<file path="config.mk">
export PLATFORM = sky130hd
export DESIGN_NAME = huffman_stream_encoder
export DESIGN_NICKNAME = d
export VERILOG_FILES = /design/src/rtl/huffman_stream_encoder.sv
export SDC_FILE = /design/constraint.sdc
export NUM_CORES = 1
export LEC_CHECK = 0
export CORE_MARGIN = 4
export CORE_UTILIZATION = 40
export CTS_CLUSTER_DIAMETER = 30
export DETAILED_ROUTE_END_ITERATION = 16
export GPL_ROUTABILITY_DRIVEN = 1
export SLEW_MARGIN = 10
export SYNTH_ARGS = -nofsm -noshare
export SYNTH_HDL_FRONTEND = slang
export SYNTH_SLANG_ARGS = --single-unit
</file>
<file path="constraint.sdc">
create_clock -name clk -period 7.75 [get_ports clk]
set_input_delay 1.55 -clock clk [delete_from_list [all_inputs] [get_ports clk]]
set_output_delay 1.55 -clock clk [all_outputs]
set_load 0.005 [all_outputs]
</file>
<file path="src/rtl/huffman_stream_encoder.sv">
`default_nettype none
// ==== huffman_stream_encoder : FIFO-buffered, table-driven Huffman encoder, MSB-first serial output ====
// Revision 1.0
module huffman_stream_encoder #(
   parameter int  SYM_W      = 4,
   parameter int  MAX_LEN    = 8,
   parameter int  FIFO_DEPTH = 8,
   localparam int LEN_W      = $clog2(MAX_LEN + 1)
) (
   input  logic               clk,
   input  logic               reset,
   input  logic [SYM_W-1:0]   data_in,
   input  logic               wr_en,
   output logic               full,
   input  logic               tbl_we,
   input  logic [SYM_W-1:0]   tbl_addr,
   input  logic [MAX_LEN-1:0] tbl_code,
   input  logic [LEN_W-1:0]   tbl_len,
   output logic               out_bit,
   output logic               out_valid,
   input  logic               out_ready,
   output logic               last,
   output logic               busy,
   output logic               overflow,
   output logic               err
);

   localparam int NSYM  = 1 << SYM_W;
   localparam int PTR_W = (FIFO_DEPTH > 1) ? $clog2(FIFO_DEPTH) : 1;
   localparam int CNT_W = PTR_W + 1;

   typedef enum logic [0:0] {
      IDLE  = 1'b0,
      SHIFT = 1'b1
   } state_t;

   state_t             r_state;
   logic [MAX_LEN-1:0] r_code_tbl [NSYM];
   logic [LEN_W-1:0]   r_len_tbl  [NSYM];
   logic [SYM_W-1:0]   r_fifo     [FIFO_DEPTH];
   logic [PTR_W-1:0]   r_wr_ptr;
   logic [PTR_W-1:0]   r_rd_ptr;
   logic [CNT_W-1:0]   r_count;
   logic [MAX_LEN-1:0] r_shreg;
   logic [LEN_W-1:0]   r_cnt;
   logic               r_out_valid;
   logic               r_out_bit;
   logic               r_last;
   logic               r_overflow;
   logic               r_err;

   logic               w_empty;
   logic               w_push;
   logic               w_pop;
   logic               w_accept;
   logic               w_final;
   logic               w_tbl_bad;
   logic               w_zero_len;
   logic [SYM_W-1:0]   w_sym;
   logic [MAX_LEN-1:0] w_code;
   logic [LEN_W-1:0]   w_len;
   logic [MAX_LEN-1:0] w_load;
   logic [MAX_LEN-1:0] w_next;

   assign w_empty    = (r_count == '0);
   assign full       = (r_count == CNT_W'(FIFO_DEPTH));
   assign w_push     = wr_en & ~full;
   assign w_accept   = (r_state == SHIFT) & out_ready;
   assign w_final    = w_accept & (r_cnt == LEN_W'(1));
   // Pop from IDLE, or on the last accepted bit so the next codeword follows with no bubble
   assign w_pop      = ~w_empty & ((r_state == IDLE) | w_final);
   assign w_sym      = r_fifo[r_rd_ptr];
   assign w_code     = r_code_tbl[w_sym];
   assign w_len      = r_len_tbl[w_sym];
   assign w_zero_len = (w_len == '0);
   // Left-align the codeword so the bit on the wire is always the shift register MSB
   assign w_load     = w_code << (LEN_W'(MAX_LEN) - w_len);
   assign w_next     = r_shreg << 1;
   assign w_tbl_bad  = tbl_we & (tbl_len > LEN_W'(MAX_LEN));

   assign out_bit    = r_out_bit;
   assign out_valid  = r_out_valid;
   assign last       = r_last;
   assign busy       = (r_state != IDLE) | ~w_empty;
   assign overflow   = r_overflow;
   assign err        = r_err;

   always_ff @(posedge clk) begin
      if (w_push) begin
         r_fifo[r_wr_ptr] <= data_in;
      end
   end

   always_ff @(posedge clk or posedge reset) begin
      if (reset) begin
         r_wr_ptr   <= '0;
         r_rd_ptr   <= '0;
         r_count    <= '0;
         r_overflow <= 1'b0;
      end else begin
         if (w_push) begin
            r_wr_ptr <= r_wr_ptr + PTR_W'(1);
         end
         if (w_pop) begin
            r_rd_ptr <= r_rd_ptr + PTR_W'(1);
         end
         if (w_push && !w_pop) begin
            r_count <= r_count + CNT_W'(1);
         end else if (!w_push && w_pop) begin
            r_count <= r_count - CNT_W'(1);
         end
         if (wr_en && full) begin
            r_overflow <= 1'b1;
         end
      end
   end

   // Reset loads a fixed-length identity code; a pop reads the entry as it was before this edge
   always_ff @(posedge clk or posedge reset) begin
      if (reset) begin
         for (int s = 0; s < NSYM; s++) begin
            r_code_tbl[s] <= MAX_LEN'(s);
            r_len_tbl[s]  <= LEN_W'(SYM_W);
         end
      end else if (tbl_we && !w_tbl_bad) begin
         r_code_tbl[tbl_addr] <= tbl_code;
         r_len_tbl[tbl_addr]  <= tbl_len;
      end
   end

   always_ff @(posedge clk or posedge reset) begin
      if (reset) begin
         r_state     <= IDLE;
         r_shreg     <= '0;
         r_cnt       <= '0;
         r_out_valid <= 1'b0;
         r_out_bit   <= 1'b0;
         r_last      <= 1'b0;
         r_err       <= 1'b0;
      end else begin
         r_err <= w_tbl_bad | (w_pop & w_zero_len);
         if (w_pop && !w_zero_len) begin
            r_state     <= SHIFT;
            r_shreg     <= w_load;
            r_cnt       <= w_len;
            r_out_valid <= 1'b1;
            r_out_bit   <= w_load[MAX_LEN-1];
            r_last      <= (w_len == LEN_W'(1));
         end else if (w_final || w_pop) begin
            // Codeword finished with nothing to load, or a zero-length symbol was dropped
            r_state     <= IDLE;
            r_out_valid <= 1'b0;
            r_out_bit   <= 1'b0;
            r_last      <= 1'b0;
         end else if (w_accept) begin
            r_shreg   <= w_next;
            r_cnt     <= r_cnt - LEN_W'(1);
            r_out_bit <= w_next[MAX_LEN-1];
            r_last    <= (r_cnt == LEN_W'(2));
         end
      end
   end

endmodule
`default_nettype wire

</file>
; ---- Word level (Yosys, flattened, before mapping)
; Memory sizes are Yosys's and may differ from the RTL's.
; Index checks and enable logic that the tools add are counted.
[word_totals]
regBits = 218
mem_bits_rw = 32
in_bits = 25
word_cells = 121
mem_count = 1
[op_classes]
n_addsub = 6
n_lt_le_gt_ge = 4
n_eq_ne = 5
shift = 1
n_mux = 30
bitwise = 14
reduce_logical = 18
[memory_table]
columns = name, words, width, rd, rd_ports_with_merged_regs, wr, line
row1 = r_fifo, 8, 4, 1, 0, 1, 40  ; logic [SYM_W-1:0] r_fifo [FIFO_DEPTH];
[ops]
columns = op, n
row1 = 128-bit bitwise mux, 1
row2 = 64-bit bitwise mux, 1
row3 = 8-bit binary-select mux with 4-bit select, 1
row4 = 8-bit demux with 4-bit select, 1
row5 = 4-bit 2-to-1 mux, 8
row6 = 8-bit 2-to-1 mux, 3
row7 = 7-bit 2-to-1 mux, 3
row8 = 4-bit binary-select mux with 4-bit select, 1
row9 = 4-bit demux with 4-bit select, 1
row10 = 5-bit greater-or-equal comparator (second input constant), 2
row11 = 1-bit 2-to-1 mux, 10
row12 = 4-bit inverter with 5-bit output, 2
row13 = 4-bit by 1-bit == test with 1-bit output (second input constant), 2
row14 = 4-bit zero test, 2
row15 = 8-bit by 4-bit left shift with 8-bit output, 1
row16 = 4-bit by 1-bit subtractor with 4-bit output (second input constant), 2
row17 = 3-bit by 1-bit adder with 3-bit output (second input constant), 2
row18 = 1-bit bitwise AND, 6
row19 = 1-bit logical AND, 6
row20 = 2-bit nonzero test, 3
row21 = 5-bit by 1-bit less-than comparator with 1-bit output (second input constant), 1
row22 = 4-bit by 1-bit adder with 4-bit output (second input constant), 1
row23 = 4-bit by 2-bit == test with 1-bit output (second input constant), 1
row24 = 4-bit == test (second input constant), 1
row25 = other kinds (9), 16

; ---- Depth between registers and ports, before layout
; An unclocked memory read counts as a cell.
[logic_depth]
depth_word = 10
depth_mapped = 14
ltp_nobuf = 14

; ---- Worst setup path after synthesis
; OpenSTA, ideal clock, no wires.
[synth_path]
path_kind = input -> register
start = in out_ready
end = reg r_count[3]
t_arrival_ns = 3.450
t_required_ns = 7.625
slack_ns = 4.175
path_stages = 11
cell_sequence = nand2_1 -> a21oi_1 -> inv_1 -> ha_1 -> inv_1 -> ha_1 -> a21o_1 -> a21oi_1 -> xnor2_1 -> nor2_1 -> xor2_1
[synth_via]
elab_chain_len = 7
elab_cells_between_ends = 9
cone_classes = 1 x mux / 4 x bitwise / 4 x reduce/logical
[synth_lines]
columns = element, line
row1 = from (decl), 21  ; input logic out_ready,
row2 = 1-bit bitwise AND (*), 68  ; assign w_accept = (r_state == SHIFT) & out_ready;
row3 = 1-bit bitwise AND (*), 69  ; assign w_final = w_accept & (r_cnt == LEN_W'(1));
row4 = 1-bit OR (*), 71  ; assign w_pop = ~w_empty & ((r_state == IDLE) | w_final);
row5 = 1-bit bitwise AND (*), 71
row6 = 1-bit zero test, 107  ; if (w_push && !w_pop) begin
row7 = 1-bit logical AND, 107
row8 = 4-bit 2-to-1 mux or 2-bit nonzero test (tied branches), --
row9 = to (signal assigned), 108  ; r_count <= r_count + CNT_W'(1);
row10 = to (signal assigned), 110  ; r_count <= r_count - CNT_W'(1);
row11 = to (decl), 43  ; logic [CNT_W-1:0] r_count;
; Every way passes the cells marked *; elsewhere a longest branch is shown, timed or not.
; A chain may end at the register's enable or synchronous reset.

; ---- Final worst setup path
[layout_path]
start = reg r_rd_ptr[2]
end = reg r_shreg[4]
[layout_via]
elab_chain_len = 10
elab_cells_between_ends = 17
cone_classes = 1 x add/sub / 1 x eq/ne / 1 x shift / 7 x mux / 1 x bitwise / 5 x reduce/logical / 1 x memory
[layout_lines]
columns = element, line
row1 = from (decl), 42  ; logic [PTR_W-1:0] r_rd_ptr;
row2 = from (signal assigned), 105  ; r_rd_ptr <= r_rd_ptr + PTR_W'(1);
row3 = memory read 8 x 4 bit (*), --
row4 = 4-bit inverter with 5-bit output (implied by the code) (*), "73, 74"
row5 = "parallel branches: the longest is 8 deep, another holds 4-bit subtractor", --
row6 = to (signal assigned), 144  ; r_shreg <= w_load;
row7 = to (signal assigned), 156  ; r_shreg <= w_next;
row8 = to (decl), 44  ; logic [MAX_LEN-1:0] r_shreg;
; Every way passes the cells marked *. The select of a mux whose other input is x is not followed.

==> impl_metrics.ini <==
[run_status]
outcome = finished, final reports clean

[yosys]
synth_fp_nets = 827
synth_most_common_cell = mux2_2
ys_ff_latch = 250
ys.flop_type = dfrtp_1
synth_seq_area_share_pct = 55.2
synthDistinctLibCells = 56
synth_warnings = 0
syn_area_per_cell_um2 = 14.8
synth_edf_count = 32
synth_commonest_cells = 195 x mux2_2, 170 x dfrtp_1, 49 x mux4_2
syn_area_um2 = 11700
synth-async-reset-ratio_pct = 87.2
synthTopCellsByArea = dfrtp_1 36%, mux2_2 19%, dfstp_2 11%, mux4_2 9.4%, edfxtp_1 8.2%
synth_top_area_share_pct = 36.2
yosys.area.top_type = dfrtp_1
synth_cells = 793

[critical_path]
crit_end = r_shreg[4]
crit_type = reg -> reg
cp.depth = 9
r2r-end = r_shreg[4]
cp-startpoint = r_rd_ptr[2]
regToRegSetupSlack_ns = 2.83
cpMaxStageDelayCell = o41ai_2
critPathLaunchType = flop
worstPathMaxFanout = 28
critical-path-max-stage-delay_ns = 0.92
worstPathCellList = mux2i_1 > mux4_2 > buf_4 > mux4_2 > a22oi_1 > nand2_2 > o41ai_2 > a221oi_1 > a221oi_2
required_ns = 8.21
cp.buffers_inverters = 1
cp_top_family = compound AO/OA/AOI/OAI gates
critPathMostFrequentCell = mux4_2
r2r-start = r_rd_ptr[2]
setup.worst_path.end_class = flop
r2r_cells = 9
cp.arrival_ns = 5.38

[sta]
setup_tns_ns = 0
worst_pin_slew_ns = 1.11
period_share_pct = 63.5
setup_viol = 0
fmax_mhz = 203
post-route-min-period_ns = 4.92
clock_skew_ns = 0.0247
report.final.slew_viol_count = 0
finalHoldViolations = 0
relSlewSlack_pct = 26.1
rsz0062_at_grt = false

[cells_and_area]
final_area_um2 = 14600
drive_above_1_share_pct = 47.9
fill_cells = 2454
antenna_cells = 0
nets = 883
syn_to_final_growth_pct = 24.2

[routing]
top_layer = met4
drt_first_pass_iters = 4
drt-met1-wl_um = 12800
drtIter0Drc = 437
wl_met2_um = 13100
via_per_inst = 5.51
drtAntennaViolNets = 0
drc = 0
met3WireLength_um = 1370
finalWirelength_um = 28200
wire_per_inst_um = 22.0
vias = 7071

[clock_network]
post_cts_buffers = 0
cts_num_sinks = 250
ctsResizeCount = 0
cts-root-buf = clkbuf_16
cts-buffers-inserted = 59
tritoncts = yes
clk_pin_slew_ns = 0.05
htree_levels = 2
ctsHoldBuffers = 0
clockBufferDepth = 3
worstSkewPairLatency_ns = 0.57

[floorplanning]
num_rows = 62
die_y_um = 179
dieWidth_um = 179
dieArea_um2 = 32200
ios = 32
start_util_pct = 40.7
coreArea_um2 = 28900

[global_routing]
gr-total-overflow = 0
grt_pass1_vias = 7292
grtUsageTotal_pct = 18.0
grt_start_max_net_pins = 99
grt_pass1_wl_um = 44000
antenna_found_initial = 0

[power_and_ir_drop]
clockPowerShare_pct = 36.7
pwr-share-comb_pct = 36.5
pwr-share-seq_pct = 26.8
irDropWorstVdd_uv = 209
p_sw_share_pct = 33.6
intPower_mw = 4.69
p_leak_nw = 6.10
p_sw_mw = 2.37
pwr_density_cell_nw_per_um2 = 484

[placement]
gp_congestion = 0.805
port_buffers = 31
place_hpwl_um = 17000
place_area_um2 = 12400

[job]
maxCapViolCount = 0

[hold_path]
hold_path_class = reg -> reg
## layout make-up
class	count	area (um2)	share of cell area (%)
repair buffers	49	445	3.05
inverters	10	45.0	0.309
clock inverters	30	419	2.87
multi-input cells	479	5010	34.3
well taps	384	480	3.29
clock buffers	81	1710	11.7
flip-flops and latches	250	6480	44.4
## layout by cell type (no fill, tap or decap), types with 18 or more instances in the layout
master / n
nor2_1: 20
dfstp_2: 48
clkbuf_16: 60
clkdlybuf4s50_1: 31
mux4_2: 48
nand2_1: 37
mux2i_1: 36
buf_4: 18
dfrtp_1: 170
mux2_2: 195
a22oi_1: 21
edfxtp_1: 32
## per-stage QoR
| stage | cells | power, mW | worst slack [ns] | hold WS, ns | util (%) |
|---|---|---|---|---|---|
| 4_1_cts | 1283 | 7.11 | 2.88 | 0.470 | 50.5 |
| 3_3_place_gp | 1172 | 4.46 | 2.50 | 0.440 | 43.1 |
| 5_1_grt | 1283 | 7.43 | 2.51 | 0.505 | 50.5 |
| 2_1_floorplan | 793 | 3.87 | 0.315 | 0.451 | - |
| 6_report | 1283 | 7.06 | 2.83 | 0.461 | 50.5 |
| 3_5_place_dp | 1172 | 4.48 | 2.58 | 0.459 | 43.1 |
## worst min-delay path by stage
stage	from	endpoint	slack (ns)	depth (start not counted)
final	overflow	overflow	0.46	1
after global routing	r_code_tbl[119]	r_code_tbl[119]	0.50	1
after CTS	overflow	overflow	0.47	1
after detailed placement	overflow	overflow	0.46	1
after global placement	overflow	overflow	0.44	1
after floorplan	overflow	overflow	0.45	1
## metal layers
layer | global-route usage [%] | up-vias
met3 | 3.69 | 54
met1 | 24.6 | 3702
li1 | - | 3113
met2 | 28.3 | 202
met4 | 6.95 | 0
met5 | 0 | -
## worst reg2reg max path, stage by stage (launching register included)
cell      delay [ns]
dfrtp_1         0.84
mux2i_1         0.29
mux4_2          0.86
buf_4           0.54
mux4_2          0.37
a22oi_1         0.27
nand2_2         0.23
o41ai_2         0.93
a221oi_1        0.27
a221oi_2        0.22
## kinds of logic after synthesis
logic type | synth area share (%)
and+or+nand+nor | 4.57
AOI/OAI and AO/OA | 4.45
xor gates and xnor gates | 0.959
buffers and inverters | 2.44
muxes | 31.4
adders and majority gates | 1.02
DFF | 55.2
## state kept, by name, indices dropped and copies added (netlist names)
name,flops
r_code_tbl,128
r_len_tbl,64
r_fifo,32
r_shreg,7
r_cnt,4
r_count,4
r_rd_ptr,3
r_wr_ptr,3
err,1
last,1
out_bit,1
out_valid,1
overflow,1
## power by group through the flow
stage | Combinational, mW | Clock (mW) | Sequential [mW]
global placement | 2.56 | 0 | 1.90
finish | 2.58 | 2.59 | 1.89
global route | 2.79 | 2.70 | 1.93
detailed placement | 2.57 | 0 | 1.91
CTS | 2.59 | 2.62 | 1.89
floorplan | 2.05 | 0 | 1.82
Power figures use the tool's default switching activity.
